File: src/rtl/frame_scan_sequencer.sv
// Window scan sequencer: walks the sensor row/col pointers over a window and
// hands each pixel to the ADC controller. Pointer pulses are P cycles high, then P low.
module frame_scan_sequencer #(
    parameter int MAX_RESOLUTION = 112,
    parameter int PULSE_CYCLES   = 4,
    parameter int DONE_TIMEOUT   = 1023
) (
    input  logic       clk,
    input  logic       reset,
    input  logic       frame_start,
    input  logic       abort,
    input  logic [7:0] win_row0,
    input  logic [7:0] win_col0,
    input  logic [7:0] win_rows,
    input  logic [7:0] win_cols,
    input  logic [7:0] settle_counts,
    input  logic       adc_capture_done,
    output logic       adc_capture_start,
    output logic       row_rst,
    output logic       row_inc,
    output logic       col_rst,
    output logic       col_inc,
    output logic       newline_sample,
    output logic [7:0] row_index,
    output logic [7:0] col_index,
    output logic       busy,
    output logic       frame_done,
    output logic       cfg_error,
    output logic       capture_timeout
);

    typedef enum logic [3:0] {
        IDLE, ROW_RST, ROW_SEEK, COL_RST, COL_SEEK,
        SETTLE, CAPTURE, WAIT_DONE, NEXT
    } state_t;

    localparam logic [15:0] P_HI   = 16'(PULSE_CYCLES);
    localparam logic [15:0] P_END  = 16'(2 * PULSE_CYCLES - 1);
    localparam logic [15:0] TO_END = 16'(DONE_TIMEOUT - 1);

    state_t      state, state_nxt, settle_state;
    logic [15:0] tmr;
    logic        tmr_clr;
    logic [7:0]  cnt, cnt_nxt;
    logic [7:0]  row_nxt, col_nxt;
    logic [7:0]  row0_q, col0_q, rows_q, cols_q, settle_q;
    logic        cfg_err_nxt, timeout_nxt;
    logic        pulse_hi, pulse_end, last_col, last_row, cfg_bad;
    logic [8:0]  row_end, col_end;

    assign row_end = {1'b0, win_row0} + {1'b0, win_rows};
    assign col_end = {1'b0, win_col0} + {1'b0, win_cols};
    assign cfg_bad = (win_rows == 8'd0) || (win_cols == 8'd0) ||
                     (row_end > 9'(MAX_RESOLUTION)) ||
                     (col_end > 9'(MAX_RESOLUTION));

    assign pulse_hi     = tmr < P_HI;
    assign pulse_end    = tmr == P_END;
    assign last_col     = col_index == cols_q - 8'd1;
    assign last_row     = row_index == rows_q - 8'd1;
    // A zero settle time skips SETTLE and requests the capture directly.
    assign settle_state = (settle_q == 8'd0) ? CAPTURE : SETTLE;
    assign busy         = state != IDLE;

    always_comb begin
        state_nxt         = state;
        cnt_nxt           = cnt;
        row_nxt           = row_index;
        col_nxt           = col_index;
        tmr_clr           = 1'b0;
        cfg_err_nxt       = 1'b0;
        timeout_nxt       = 1'b0;
        adc_capture_start = 1'b0;
        row_rst           = 1'b0;
        row_inc           = 1'b0;
        col_rst           = 1'b0;
        col_inc           = 1'b0;
        newline_sample    = 1'b0;
        frame_done        = 1'b0;
        case (state)
            IDLE: begin
                if (frame_start) begin
                    if (cfg_bad) begin
                        cfg_err_nxt = 1'b1;
                    end else begin
                        state_nxt = ROW_RST;
                        row_nxt   = 8'd0;
                        col_nxt   = 8'd0;
                        cnt_nxt   = 8'd0;
                    end
                end
            end
            ROW_RST: begin
                row_rst = pulse_hi;
                if (pulse_end) begin
                    state_nxt = (row0_q != 8'd0) ? ROW_SEEK : COL_RST;
                    cnt_nxt   = 8'd0;
                end
            end
            ROW_SEEK: begin
                row_inc = pulse_hi;
                if (pulse_end) begin
                    tmr_clr = 1'b1;
                    if (cnt == row0_q - 8'd1) begin
                        state_nxt = COL_RST;
                        cnt_nxt   = 8'd0;
                    end else begin
                        cnt_nxt = cnt + 8'd1;
                    end
                end
            end
            COL_RST: begin
                col_rst = pulse_hi;
                if (pulse_end) begin
                    state_nxt = (col0_q != 8'd0) ? COL_SEEK : settle_state;
                    cnt_nxt   = 8'd0;
                end
            end
            COL_SEEK: begin
                col_inc = pulse_hi;
                if (pulse_end) begin
                    tmr_clr = 1'b1;
                    if (cnt == col0_q - 8'd1) begin
                        state_nxt = settle_state;
                        cnt_nxt   = 8'd0;
                    end else begin
                        cnt_nxt = cnt + 8'd1;
                    end
                end
            end
            SETTLE: begin
                newline_sample = (tmr == 16'd0) && (col_index == 8'd0);
                if (tmr == 16'(settle_q) - 16'd1) state_nxt = CAPTURE;
            end
            CAPTURE: begin
                adc_capture_start = 1'b1;
                newline_sample    = (settle_q == 8'd0) && (col_index == 8'd0);
                state_nxt         = WAIT_DONE;
            end
            WAIT_DONE: begin
                if (adc_capture_done) begin
                    state_nxt = NEXT;
                end else if (tmr == TO_END) begin
                    state_nxt   = IDLE;
                    timeout_nxt = 1'b1;
                end
            end
            NEXT: begin
                if (last_col && last_row) begin
                    frame_done = 1'b1;
                    state_nxt  = IDLE;
                end else if (!last_col) begin
                    col_inc = pulse_hi;
                    if (pulse_end) begin
                        col_nxt   = col_index + 8'd1;
                        state_nxt = settle_state;
                    end
                end else begin
                    row_inc = pulse_hi;
                    if (pulse_end) begin
                        row_nxt   = row_index + 8'd1;
                        col_nxt   = 8'd0;
                        state_nxt = COL_RST;
                    end
                end
            end
            default: state_nxt = IDLE;
        endcase
        // Abort wins over every transition and silences the pulse outputs.
        if (abort && state != IDLE) begin
            state_nxt         = IDLE;
            timeout_nxt       = 1'b0;
            adc_capture_start = 1'b0;
            row_rst           = 1'b0;
            row_inc           = 1'b0;
            col_rst           = 1'b0;
            col_inc           = 1'b0;
            newline_sample    = 1'b0;
            frame_done        = 1'b0;
        end
    end

    always_ff @(posedge clk) begin
        if (reset) begin
            state           <= IDLE;
            tmr             <= 16'd0;
            cnt             <= 8'd0;
            row_index       <= 8'd0;
            col_index       <= 8'd0;
            row0_q          <= 8'd0;
            col0_q          <= 8'd0;
            rows_q          <= 8'd0;
            cols_q          <= 8'd0;
            settle_q        <= 8'd0;
            cfg_error       <= 1'b0;
            capture_timeout <= 1'b0;
        end else begin
            state           <= state_nxt;
            tmr             <= (tmr_clr || state_nxt != state) ? 16'd0 : tmr + 16'd1;
            cnt             <= cnt_nxt;
            row_index       <= row_nxt;
            col_index       <= col_nxt;
            cfg_error       <= cfg_err_nxt;
            capture_timeout <= timeout_nxt;
            if (state == IDLE && frame_start) begin
                row0_q   <= win_row0;
                col0_q   <= win_col0;
                rows_q   <= win_rows;
                cols_q   <= win_cols;
                settle_q <= settle_counts;
            end
        end
    end

endmodule

File: config.mk
export PLATFORM = sky130hd
export DESIGN_NAME = frame_scan_sequencer
export DESIGN_NICKNAME = d
export VERILOG_FILES = /design/src/rtl/frame_scan_sequencer.sv
export SDC_FILE = /design/constraint.sdc
export NUM_CORES = 1
export LEC_CHECK = 0
export CORE_UTILIZATION = 57
export CTS_CLUSTER_DIAMETER = 40
export DETAILED_ROUTE_END_ITERATION = 10
export PLACE_DENSITY = 0.81
export REMOVE_ABC_BUFFERS = 1
export SYNTH_ARGS = -nofsm -noshare
export SYNTH_HDL_FRONTEND = slang
export SYNTH_SLANG_ARGS = --single-unit
File: constraint.sdc
create_clock -name clk -period 4.6 [get_ports clk]
set_input_delay 0.92 -clock clk [delete_from_list [all_inputs] [get_ports clk]]
set_output_delay 0.92 -clock clk [all_outputs]
set_load 0.03 [all_outputs]
; Yosys cells after proc, flatten, opt, wreduce, memory -nomap -nowiden
; Cells that the tools add are included.
[classes]
addsub = 11
bitwise_logic = 3
eq_ne = 24
magnitude_cmp = 3
reduce_logical = 28
mux = 59
[ops]
columns = operator, count
row1 = 8-bit two-way mux, 13
row2 = 4-bit two-way mux, 16
row3 = 4-bit case mux with 9 select lines, 1
row4 = 8-bit equality test, 4
row5 = 8-bit zero test, 4
row6 = 8-bit case mux with 2 select lines, 2
row7 = 8-bit case mux with 4 select lines, 1
row8 = "8-bit by 1-bit subtractor with 8-bit output, second input constant", 4
row9 = "8-bit by 1-bit adder with 8-bit output, second input constant", 3
row10 = 1-bit two-way mux, 21
row11 = 8-bit by 8-bit adder with 9-bit output, 2
row12 = "9-bit by 7-bit > comparator with 1-bit output, second input constant", 2
row13 = "16-bit by 1-bit adder with 16-bit output, second input constant", 1
row14 = "16-bit by 10-bit equality test with 1-bit output, second input constant", 1
row15 = 16-bit equality test, 1
row16 = "16-bit by 3-bit equality test with 1-bit output, second input constant", 1
row17 = "4-bit by 3-bit equality test with 1-bit output, second input constant", 4
row18 = 16-bit zero test, 1
row19 = "16-bit by 3-bit less-than comparator with 1-bit output, second input constant", 1
row20 = 8-bit nonzero test, 2
row21 = "2-bit != test, second input constant", 7
row22 = 6-bit AND reduction, 2
row23 = "8-bit by 1-bit subtractor with 9-bit output, second input constant", 1
row24 = "4-bit by 2-bit equality test with 1-bit output, second input constant", 2
row25 = other kinds (16), 31
[word_totals]
in_bits = 45
regBits = 86
wordCells = 140

; Logic depth before layout (Yosys ltp)
[depth]
depth_word = 11
mapped_depth = 13
depth_no_buf = 10

; Worst setup path before layout
; Ideal clock, no wire load.
[synth_path]
kind = input -> register
start = in win_col0[0]
end = reg row_index[7]
path_buffers = 1
setup_slack_ns = 1.021
path_stages = 11
setup_time_ns = 0.114
required_ns = 4.486
t_arrival_ns = 3.465
cell_sequence = ha_1 fa_1 xor2_1 or3_1 o32a_1 nand4b_1 a31oi_1 clkbuf_1 nor4_2 mux2i_1 a2111oi_0
[synth_between]
elab_chain_cells = 5
[synth_lines]
columns = element, line_no
row1 = "start, declared", 13  ; input logic [7:0] win_col0,
row2 = 8-bit by 8-bit adder with 9-bit output, 52  ; assign col_end = {1'b0, win_col0} + {1'b0, win_cols};
row3 = 9-bit by 7-bit > comparator with 1-bit output, 55  ; (col_end > 9'(MAX_RESOLUTION));
row4 = 1-bit logical OR, 54  ; (row_end > 9'(MAX_RESOLUTION)) ||
row5 = 2-bit != test (no line), n/a
row6 = 6-bit AND reduction (no line), n/a
row7 = "end signal, assigned", 201  ; row_index <= row_nxt;
row8 = "end, declared", 24  ; output logic [7:0] row_index,
; Every way passes these cells.
; A chain may end at the register's enable or synchronous reset.

; Final worst setup path
[layout_path]
start = reg cols_q[0]
end = out row_inc
[layout_between]
elab_chain_cells = 6
[layout_lines]
columns = element, line_no
row1 = "start, declared", 46  ; logic [7:0] row0_q, col0_q, rows_q, cols_q, settle_q;
row2 = "start signal, assigned", 209  ; cols_q <= win_cols;
row3 = 8-bit by 1-bit subtractor with 8-bit output *, 59  ; assign last_col = col_index == cols_q - 8'd1;
row4 = 8-bit equality test *, 59
row5 = 1-bit two-way mux or 1-bit logical AND (tied branches), "152, 149"
row6 = 1-bit two-way mux *, 149  ; if (last_col && last_row) begin
row7 = 1-bit case mux with 2 select lines *, 80  ; case (state)
row8 = 1-bit two-way mux *, 170  ; if (abort && state != IDLE) begin
row9 = "end, declared", 20  ; output logic row_inc,
; Mark *: on every way between the ends. The rest lies on a longest branch, timed or not.

==> impl_metrics.yaml <==
finish:
  final-seq-area_sq_mm: 0.00172
  fin_area_sq_mm: 0.00707
  most-common-layout-cells: "sky130_fd_sc_hd__nand2_1 (120), sky130_fd_sc_hd__dfxtp_1 (86), sky130_fd_sc_hd__clkdlybuf4s50_1 (69), sky130_fd_sc_hd__a21oi_1 (65), sky130_fd_sc_hd__nor2_1 (47)"
  num_antenna_cells: 0
  layout-area-overhead-vs-synth_pct: 15.9
  multi_input_comb_area_sq_mm: 0.00414
  layout.cells.most_common: "sky130_fd_sc_hd__nand2_1"
  post_route_cells_drive_above_1_share_pct: 7.14
  layout.core_utilization_pct: 68.2
  n_fill_cell: 877
  fin_nets: 910
global_routing:
  initial_antenna_violation_count: 0
  grt_overflow: 0
  grt_max_degree: 54
  grt_pass1_vias: 5582
  global_route.usage.total_pct: 30.2
  grt_first_pass_wirelength_um: 27000
cts:
  tritoncts: "done"
  clock_insertion_delay_worst_skew_ps: 370
  worst_setup_hold_path_clk_slew_ps: 80
  clock_tree.htree_level_count: 3
  numClockSinks: 86
  clock_path_buffers: 2
  clock-root-buffer: "sky130_fd_sc_hd__clkbuf_8"
  tritoncts.num_buffers: 9
  hold_buf_count_cts: 0
setup_path:
  cp_cell_sequence: "inv_1 -> ha_1 -> a31o_2 -> a2111oi_1 -> nand3_1 -> buf_4 -> nor2_1 -> nand2_1 -> a21oi_1 -> clkdlybuf4s50_1"
  timing_worst_setup_path_type: "reg -> out"
  worst_ep_arrival_time_ps: 3340
  worst_setup_path_end_kind: "primary output"
  reg2reg_from: "settle_q[3]$_SDFFE_PP0P_"
  r2r.worst_path.cells: 8
  critPathBufInv: 3
  r2r_slack_ps: 1460
  timing.critical_path.to: "row_inc"
  r2r-end: "tmr[0]$_SDFF_PP0_"
  critPathMaxFanout: 6
  worst-path-stages: 10
  required_ps: 3680
  cp_slowest_stage_delay_ps: 710
  cp_top_family: "buffers and inverters"
  critical_path.startpoint: "cols_q[0]$_SDFFE_PP0P_"
  critPathLaunchType: "flip-flop"
  max_stage_delay_cell_worst_path: "sky130_fd_sc_hd__clkdlybuf4s50_1"
sta:
  relSlewSlack_pct: 29.9
  final.setup_skew_ps: 5.49
  worstMarginPinSlew_ps: 1040
  fin_tns_setup_ps: 0
  post-route-min-period_ps: 4260
  worst_slack_ps: 335
  rsz0062_at_grt: "no"
  setup_violations: 0
  layout_worst_path_cycle_share_pct: 92.7
  report.final.slew_viol_count: 0
  finalHoldViolations: 0
  fin_worst_hold_slack_ps: 476
  maxClockFrequency_ghz: 0.234
die:
  dieHeight_um: 105
  fp.coreArea_sq_mm: 0.0104
  fp-row-count: 37
  num_ports: 71
  die-width_um: 105
  dieArea_sq_mm: 0.0111
  starting_density_of_the_core_pct: 58.8
logic_synthesis:
  ys_dominant_reg_cell: "sky130_fd_sc_hd__dfxtp_1"
  synth-warning-count: 0
  number_of_enable_flip_flop_cells_after_synthesis: 0
  ys_types: 74
  post_synth_inst_count: 782
  synth.cell_area_sq_mm: 0.00610
  fraction_of_registers_with_async_set_or_reset_after_synthesis_pct: 0
  syn-mean-instance-area_sq_um: 7.80
  synth_seq_cells: 86
  yosysSeqAreaShare_pct: 28.2
placement:
  io_buffer_count: 70
  dp_worst_setup_slack_ps: 250
  globalplace.congestion: 0.928
  post-dp-hpwl_um: 12700
  dpl-instance-area_sq_mm: 0.00688
power_and_ir_drop:
  power_leakage_uw: 0.00260
  vdd_drop_max_mv: 0.245
  power-per-cell-area_mw_per_mm2: 243
drt:
  drt_wl_total_um: 16600
  drc_markers: 0
  detail_route.first_pass.iterations: 5
  wl_per_cell_um: 17.0
  route.detailed.vias_per_inst: 6.22
  antenna_left: 0
  via_count: 6073
  detailedRoute.firstIterationViolations: 430
outcome:
  status: "finished, final reports clean"
hold_path:
  worstHoldPathType: "reg -> reg"
flow_run:
  timing.max_cap.violations: 0
==> cell families after synthesis <==
kind of cell / Yosys count / synth area share, %
AO/OA/AOI/OAI: 175 / 19.7
XOR/XNOR: 75 / 10.8
adder cells (fa/ha/maj): 31 / 6.56
buffers and inverters: 62 / 3.98
flip-flops: 86 / 28.2
multiplexers: 4 / 0.656
AND/OR/NAND/NOR: 349 / 30.1
==> worst min path at each step <==
| stage | start | end | slack [ps] | cells past startpoint |
|---|---|---|---|---|
| after global routing | rows_q[7]$_SDFFE_PP0P_ | rows_q[7]$_SDFFE_PP0P_ | 500 | 2 |
| after global placement | rows_q[7]$_SDFFE_PP0P_ | rows_q[7]$_SDFFE_PP0P_ | 460 | 2 |
| after floorplan | cols_q[7]$_SDFFE_PP0P_ | cols_q[7]$_SDFFE_PP0P_ | 440 | 2 |
| final | rows_q[7]$_SDFFE_PP0P_ | rows_q[7]$_SDFFE_PP0P_ | 480 | 2 |
| after CTS | rows_q[7]$_SDFFE_PP0P_ | rows_q[7]$_SDFFE_PP0P_ | 470 | 2 |
| after detailed placement | rows_q[7]$_SDFFE_PP0P_ | rows_q[7]$_SDFFE_PP0P_ | 460 | 2 |
==> what timing repair did <==
action                                  CTS  global route
endpoints found under the hold margin     0             0
setup buffers                             0             1
endpoints found under the setup margin    0             2
gates resized for setup                   0             1
==> power by group <==
part | switching [uW] | total [uW] | internal, uW
Combinational | 212 | 394 | 182
Clock | 268 | 518 | 250
Sequential | 39.7 | 810 | 770
Total | 520 | 1720 | 1200
==> area by class of cell <==
class	count	area share (%)
Clock inverter	4	0.672
Timing Repair Buffer	79	10.8
Multi-Input combinational cell	634	58.6
Clock buffer	12	1.91
Tap cell	136	2.41
Inverter	25	1.33
Sequential cell	86	24.3
==> cell usage after synthesis, types with 6 or more instances <==
library cell / number / share of area [%]
sky130_fd_sc_hd__and2_1: 11 / 1.1
sky130_fd_sc_hd__clkbuf_1: 32 / 2.0
sky130_fd_sc_hd__ha_1: 28 / 5.7
sky130_fd_sc_hd__nor4b_1: 7 / 1.0
sky130_fd_sc_hd__or3_1: 9 / 0.92
sky130_fd_sc_hd__nor2_1: 48 / 3.0
sky130_fd_sc_hd__nand3_1: 34 / 2.8
sky130_fd_sc_hd__nor4_1: 14 / 1.4
sky130_fd_sc_hd__nand4_1: 18 / 1.8
sky130_fd_sc_hd__nor3_1: 27 / 2.2
sky130_fd_sc_hd__inv_1: 25 / 1.5
sky130_fd_sc_hd__nand2_1: 120 / 7.4
sky130_fd_sc_hd__xnor2_1: 42 / 6.0
sky130_fd_sc_hd__nor3b_2: 14 / 2.9
sky130_fd_sc_hd__and3_1: 9 / 0.92
sky130_fd_sc_hd__xor2_1: 33 / 4.7
sky130_fd_sc_hd__o31ai_1: 8 / 0.98
sky130_fd_sc_hd__a21oi_1: 65 / 5.3
sky130_fd_sc_hd__a31o_2: 7 / 1.0
sky130_fd_sc_hd__o21ai_0: 18 / 1.5
sky130_fd_sc_hd__dfxtp_1: 86 / 28
sky130_fd_sc_hd__nor2b_1: 7 / 0.72
sky130_fd_sc_hd__a31oi_1: 6 / 0.62
==> per-stage QoR <==
stage	instances	total power, uW
5_1_grt	976	1810
3_3_place_gp	959	1200
4_1_cts	975	1720
6_report	976	1720
2_1_floorplan	745	1080
3_5_place_dp	959	1210
==> sequential cells by signal (all words and copies together) (netlist names) <==
signal           count
row_index            8
cfg_error            1
row0_q               8
col_index            8
tmr                 16
cnt                  8
rows_q               8
state                4
capture_timeout      1
settle_q             8
cols_q               8
col0_q               8
==> metal layers <==
layer	vias to the layer above	share of wire, %	GRT usage, %
met2	219	48	50.6
li1	2941	-	-
met4	0	1.8	10.1
met5	-	0	0
met3	28	6.9	5.19
met1	2885	43	39.3
==> tightest hold or removal path, cell delays in order (launching register included) <==
cell and delay [ps]:
sky130_fd_sc_hd__dfxtp_1 330, sky130_fd_sc_hd__nand2_1 50, sky130_fd_sc_hd__a21oi_1 50
(Power assumes the default switching activity.)
